<file path="src/rtl/traffic_pkg.sv">
// rtl/traffic_pkg.sv - shared light encodings, phase enum and BCD helpers for the phase timer
package traffic_pkg;

  localparam logic [2:0] LIGHT_GREEN  = 3'b001;
  localparam logic [2:0] LIGHT_YELLOW = 3'b010;
  localparam logic [2:0] LIGHT_RED    = 3'b100;

  typedef enum logic [1:0] {
    RED    = 2'd0,
    GREEN  = 2'd1,
    YELLOW = 2'd2
  } phase_t;

  // Packs a 0..99 value as {tens, ones}.
  function automatic logic [7:0] to_bcd(input int v);
    to_bcd = {4'(v / 10), 4'(v % 10)};
  endfunction

  function automatic logic [2:0] light_sel(input phase_t p);
    case (p)
      GREEN:   light_sel = LIGHT_GREEN;
      YELLOW:  light_sel = LIGHT_YELLOW;
      default: light_sel = LIGHT_RED;
    endcase
  endfunction

endpackage

</file>
<file path="src/rtl/bcd_down_counter.sv">
// rtl/bcd_down_counter.sv - two-digit BCD down counter with synchronous load and zero flag
module bcd_down_counter #(
  parameter logic [7:0] RESET_VAL = 8'h00
) (
  input  logic       clk,
  input  logic       rst_n,
  input  logic       load,
  input  logic [7:0] load_val,
  input  logic       dec,
  output logic [3:0] tens,
  output logic [3:0] ones,
  output logic       zero
);

  always_ff @(posedge clk or negedge rst_n) begin
    if (!rst_n) begin
      tens <= RESET_VAL[7:4];
      ones <= RESET_VAL[3:0];
    end else if (load) begin
      tens <= load_val[7:4];
      ones <= load_val[3:0];
    end else if (dec) begin
      if (ones != 4'd0) begin
        ones <= ones - 4'd1;
      end else if (tens != 4'd0) begin
        // Borrow from tens; 00 simply holds so digits never leave 0..9.
        ones <= 4'd9;
        tens <= tens - 4'd1;
      end
    end
  end

  assign zero = (tens == 4'd0) && (ones == 4'd0);

endmodule

</file>
<file path="src/rtl/traffic_phase_timer.sv">
// rtl/traffic_phase_timer.sv - prescaled GREEN/YELLOW/RED phase timer with BCD countdown digits
module traffic_phase_timer
  import traffic_pkg::*;
#(
  parameter int CLK_DIV     = 100000000,
  parameter int GREEN_TIME  = 35,
  parameter int YELLOW_TIME = 5,
  parameter int RED_TIME    = 30,
  parameter int PED_GREEN   = 5
) (
  input  logic       clk,
  input  logic       rst_n,
  input  logic       en,
  input  logic       ped_req,
  input  logic       force_red,
  output logic [2:0] sel,
  output logic [3:0] tens,
  output logic [3:0] ones,
  output logic       tick,
  output logic       phase_start
);

  localparam int              PW         = (CLK_DIV > 2) ? $clog2(CLK_DIV) : 1;
  localparam logic [PW-1:0]   PRE_MAX    = PW'(CLK_DIV - 1);
  localparam logic [7:0]      BCD_GREEN  = to_bcd(GREEN_TIME);
  localparam logic [7:0]      BCD_YELLOW = to_bcd(YELLOW_TIME);
  localparam logic [7:0]      BCD_RED    = to_bcd(RED_TIME);
  localparam logic [7:0]      BCD_PED    = to_bcd(PED_GREEN);

  if (CLK_DIV < 2 ||
      GREEN_TIME < 1 || GREEN_TIME > 99 ||
      YELLOW_TIME < 1 || YELLOW_TIME > 99 ||
      RED_TIME < 1 || RED_TIME > 99 ||
      PED_GREEN < 0 || PED_GREEN >= GREEN_TIME) begin : g_bad_params
    $error("traffic_phase_timer: illegal parameter set");
  end

  logic [PW-1:0] pre_q;
  phase_t        state_q, state_d;
  logic [2:0]    sel_q;
  logic          ps_q, ps_d;
  logic          ped_q;
  logic          load, dec, cnt_zero, green_exit;
  logic [7:0]    load_val;

  assign tick = en && (pre_q == PRE_MAX);

  always_ff @(posedge clk or negedge rst_n) begin
    if (!rst_n) begin
      pre_q <= '0;
    end else if (en) begin
      pre_q <= (pre_q == PRE_MAX) ? '0 : pre_q + 1'b1;
    end
  end

  // Force-red acts on any clock in GREEN; everything else waits for a tick.
  always_comb begin
    state_d    = state_q;
    load       = 1'b0;
    load_val   = 8'h00;
    dec        = 1'b0;
    ps_d       = 1'b0;
    green_exit = 1'b0;
    case (state_q)
      GREEN: begin
        if (force_red || (tick && cnt_zero)) begin
          state_d    = YELLOW;
          load       = 1'b1;
          load_val   = BCD_YELLOW;
          ps_d       = 1'b1;
          green_exit = 1'b1;
        end else if (tick) begin
          if (ped_q && ({tens, ones} > BCD_PED)) begin
            load     = 1'b1;
            load_val = BCD_PED;
          end else begin
            dec = 1'b1;
          end
        end
      end
      YELLOW: begin
        if (tick) begin
          if (cnt_zero) begin
            state_d  = RED;
            load     = 1'b1;
            load_val = BCD_RED;
            ps_d     = 1'b1;
          end else begin
            dec = 1'b1;
          end
        end
      end
      RED: begin
        if (tick && !force_red) begin
          if (cnt_zero) begin
            state_d  = GREEN;
            load     = 1'b1;
            load_val = BCD_GREEN;
            ps_d     = 1'b1;
          end else begin
            dec = 1'b1;
          end
        end
      end
      default: begin
        state_d = RED;
      end
    endcase
  end

  always_ff @(posedge clk or negedge rst_n) begin
    if (!rst_n) begin
      state_q <= RED;
      sel_q   <= LIGHT_RED;
      ps_q    <= 1'b0;
      ped_q   <= 1'b0;
    end else begin
      state_q <= state_d;
      sel_q   <= light_sel(state_d);
      ps_q    <= ps_d;
      ped_q   <= (ped_q | ped_req) & ~green_exit;
    end
  end

  bcd_down_counter #(
    .RESET_VAL (BCD_RED)
  ) u_count (
    .clk      (clk),
    .rst_n    (rst_n),
    .load     (load),
    .load_val (load_val),
    .dec      (dec),
    .tens     (tens),
    .ones     (ones),
    .zero     (cnt_zero)
  );

  assign sel         = sel_q;
  assign phase_start = ps_q;

endmodule

</file>
<file path="config.mk">
export PLATFORM = sky130hd
export DESIGN_NAME = traffic_phase_timer
export DESIGN_NICKNAME = d
export VERILOG_FILES = /design/src/rtl/traffic_pkg.sv /design/src/rtl/bcd_down_counter.sv /design/src/rtl/traffic_phase_timer.sv
export SDC_FILE = /design/constraint.sdc
export NUM_CORES = 1
export LEC_CHECK = 0
export CORE_UTILIZATION = 35
export CTS_CLUSTER_DIAMETER = 40
export CTS_CLUSTER_SIZE = 12
export DETAILED_ROUTE_END_ITERATION = 7
export PLACE_DENSITY = 0.62
export SLEW_MARGIN = 20
export SYNTH_ARGS = -nofsm -noshare
export SYNTH_HDL_FRONTEND = slang
export SYNTH_SLANG_ARGS = --single-unit
</file>
<file path="constraint.sdc">
create_clock -name clk -period 6.1 [get_ports clk]
set_input_delay 1.22 -clock clk [delete_from_list [all_inputs] [get_ports clk]]
set_output_delay 1.22 -clock clk [all_outputs]
set_load 0.02 [all_outputs]
</file>
==> results.py <==
metrics = {
    "status": {
        "status": "finished clean",
    },
    "worst_setup_path": {
        "crit_family": "buffers and inverters",
        "startpoint_type": "input port",
        "end_kind": "primary output",
        "cp_slowest_cell": "clkdlybuf4s50_1",
        "critPathBufInv": 2,
        "crit_arrival_ps": 3220,
        "worstPathRequired_ps": 4880,
        "crit_path_max_fanout": 7,
        "crit_start": "en",
        "critPathKind": "in2out",
        "crit_chain": "clkdlybuf4s50_1, nand4_2, or2_0, nor3_2, clkdlybuf4s50_1",
        "max_stage_delay_ps": 650,
        "crit_path_frequent_cell": "clkdlybuf4s50_1",
        "r2r_start": "u_count.ones[0]",
    },
    "place": {
        "gp_congestion": 0.7710,
        "dp.cells": 306,
        "dpl.hpwl_um": 2799,
        "port_buffers": 17,
        "place_area_um2": 2455,
    },
    "floorplan": {
        "die_w_um": 81.44,
        "start_util_pct": 36.86,
        "io_pins": 18,
        "core_um2": 5991,
        "placementRows": 28,
        "die_h_um": 81.44,
        "die_area_um2": 6632,
    },
    "cts": {
        "insertion_delay_ps": 290,
        "cts_hold_buf": 0,
        "cts_setup_buffers": 0,
        "numCtsBuffers": 5,
        "cts.repair.resized": 0,
        "root_buffer": "clkbuf_8",
        "clk_pin_slew_ps": 80,
        "clkSinkCount": 42,
        "cts_tree": "built",
        "htreeDepth": 2,
        "cts_buffer_depth": 2,
    },
    "timing": {
        "finClkSkew_ps": 8.362,
        "hold_viol_final": 0,
        "setup_viol": 0,
        "fin_crit_ps": 4440,
        "finalCritPeriodShare_pct": 72.79,
        "slew_viol_final": 0,
        "slew_headroom_pct": 37.21,
        "whs_ps": 515.5,
        "fin_setup_tns_ps": 0,
        "worst_pin_slew_ps": 941.9,
        "fmax_mhz": 225.2,
        "rsz0062_at_grt": "false",
    },
    "yosys": {
        "yosys.area_share.simple_pct": 25.50,
        "synth-compound-area-share_pct": 8.159,
        "postSynthCellCount": 216,
        "synth_top_family_by_area": "simple AND/OR/NAND/NOR gates",
        "synth_edf_count": 0,
        "yosys.area_share.xor_xnor_pct": 10.31,
        "ys_top_cells_by_area": "dfrtp_1 44%, xnor2_1 5.2%, xor2_1 5.2%, nor2_1 4.8%, ha_1 4.0%",
        "synth_ff_type": "dfrtp_1",
        "yosysTopAreaCell": "dfrtp_1",
        "synth_top_area_share_pct": 44.19,
        "synth.net_count": 228,
        "synth.distinct_cells": 47,
        "synth_area_um2": 2208,
        "synth_mux_area_share_pct": 1.360,
        "synth_fa_ha_area_share_pct": 3.966,
        "synth.avg_cell_area_um2": 10.22,
        "yosysSeqAreaShare_pct": 47.76,
        "synth_seq_cells": 42,
        "ys_async_sr_fraction_pct": 100.0,
        "yosysWarnings": 0,
    },
    "cells_and_area": {
        "mostFrequentLayoutCells": "39 x dfrtp_1, 28 x nor2_1, 17 x nand2_1",
        "nets": 250,
        "area_growth_pct": 16.09,
        "finalNonFillerCells": 314,
        "drive_gt1_share_pct": 10.04,
        "num_antenna_cells": 0,
        "layout_commonest_cell": "dfrtp_1",
        "utilization_pct": 42.79,
        "fin_area_um2": 2564,
    },
    "drt": {
        "drtAntennaViolNets": 0,
        "vias": 1592,
        "drt-total-wl_um": 4009,
        "routed_via_density": 5.070,
        "wire_per_inst_um": 12.77,
        "drt_iter0_markers": 83,
        "drcViolationCount": 0,
        "first_pass_iters": 5,
    },
    "grt": {
        "grt_max_degree": 43,
        "grt_pass1_vias": 1527,
        "grt_pass1_wl_um": 7113,
        "grt_usage_pct": 14.11,
        "grt_overflow": 0,
        "antenna_found_initial": 0,
    },
    "pwr": {
        "leakagePower_uw": 0.001176,
        "switchingPower_uw": 149.8,
        "p_int_uw": 449.1,
        "powerDensity_nw_per_um2": 233.6,
        "combinationalPowerShare_pct": 9.3,
        "switching_share_pct": 25.01,
        "worst_ir_drop_vdd_uv": 136.1,
        "pwr-share-clk_pct": 36.2,
        "p_seq_share_pct": 54.5,
    },
    "min_path": {
        "min_from": "pre_q[25]",
        "hold_path_class": "reg2reg",
    },
    "job": {
        "cap_violations": 0,
    },
}
## power groups by stage
stage	clock [µW]	combinational [µW]	sequential (µW)
after detailed placement	0	57.5	331
after global placement	0	55.0	331
after floorplan	0	42.1	327
after CTS	224	57.2	326
final	217	55.8	326
after global routing	237	64.5	330
## routing by layer
layer  wire length [µm]  GRT usage (%)  part of all wire [%]  vias to the layer above
met5                  0              0                     0                        -
met4                 29          4.286                  0.72                        0
met3                130          3.444                   3.2                        2
met2               1773          22.00                    44                       24
met1               2075          19.22                    52                      771
li1                   -              -                     -                      795
## cell usage after synthesis, types with 4 or more instances
cell / instances
or3_1: 6
inv_1: 10
nor2_1: 28
xnor2_1: 13
o21ai_0: 5
nand3_1: 7
xor2_1: 13
ha_1: 7
a21oi_1: 5
dfrtp_1: 39
nand2_1: 17
nor3b_1: 4
nand4_1: 7
## registers in the layout, indices dropped and copies added, names as in the netlist
register	count
phase_start	1
u_count.ones	4
u_count.tens	4
pre_q	27
ped_q	1
sel	3
state_q	2
## kinds of logic after synthesis
family | count (synthesis)
buffers and inverters | 15
and+or+nand+nor | 99
AOI/OAI and AO/OA | 24
adders and majority gates | 7
xor gates and xnor gates | 26
DFF | 42
muxes | 3
## final cells by class
class / count / area (µm²)
Clock inverter: 3 / 40.04
Timing Repair Buffer: 18 / 172.7
Sequential cell: 42 / 1055
Multi-Input combinational cell: 159 / 1089
Inverter: 12 / 45.04
Fill cell: 570 / 3427
Tap cell: 75 / 93.84
Clock buffer: 5 / 68.82
## per-stage QoR
step / setup slack [ps] / power (µW)
global placement: 1669 / 386.1
finish: 1660 / 598.9
floorplan: 2416 / 369.1
detailed placement: 1657 / 388.3
CTS: 1641 / 607.6
global route: 1474 / 631.8
## path summary, 6_finish.rpt
kind	slack (ps)	endpoint	cells after the start
min in group asynchronous	1070	pre_q[22]	1
max reg2reg	3400	sel[2]	8
min reg2reg	520	pre_q[25]	1
max in group asynchronous	4440	pre_q[4]	1
min	520	pre_q[25]	1
max	1660	tick	5
(Power assumes the default switching activity.)
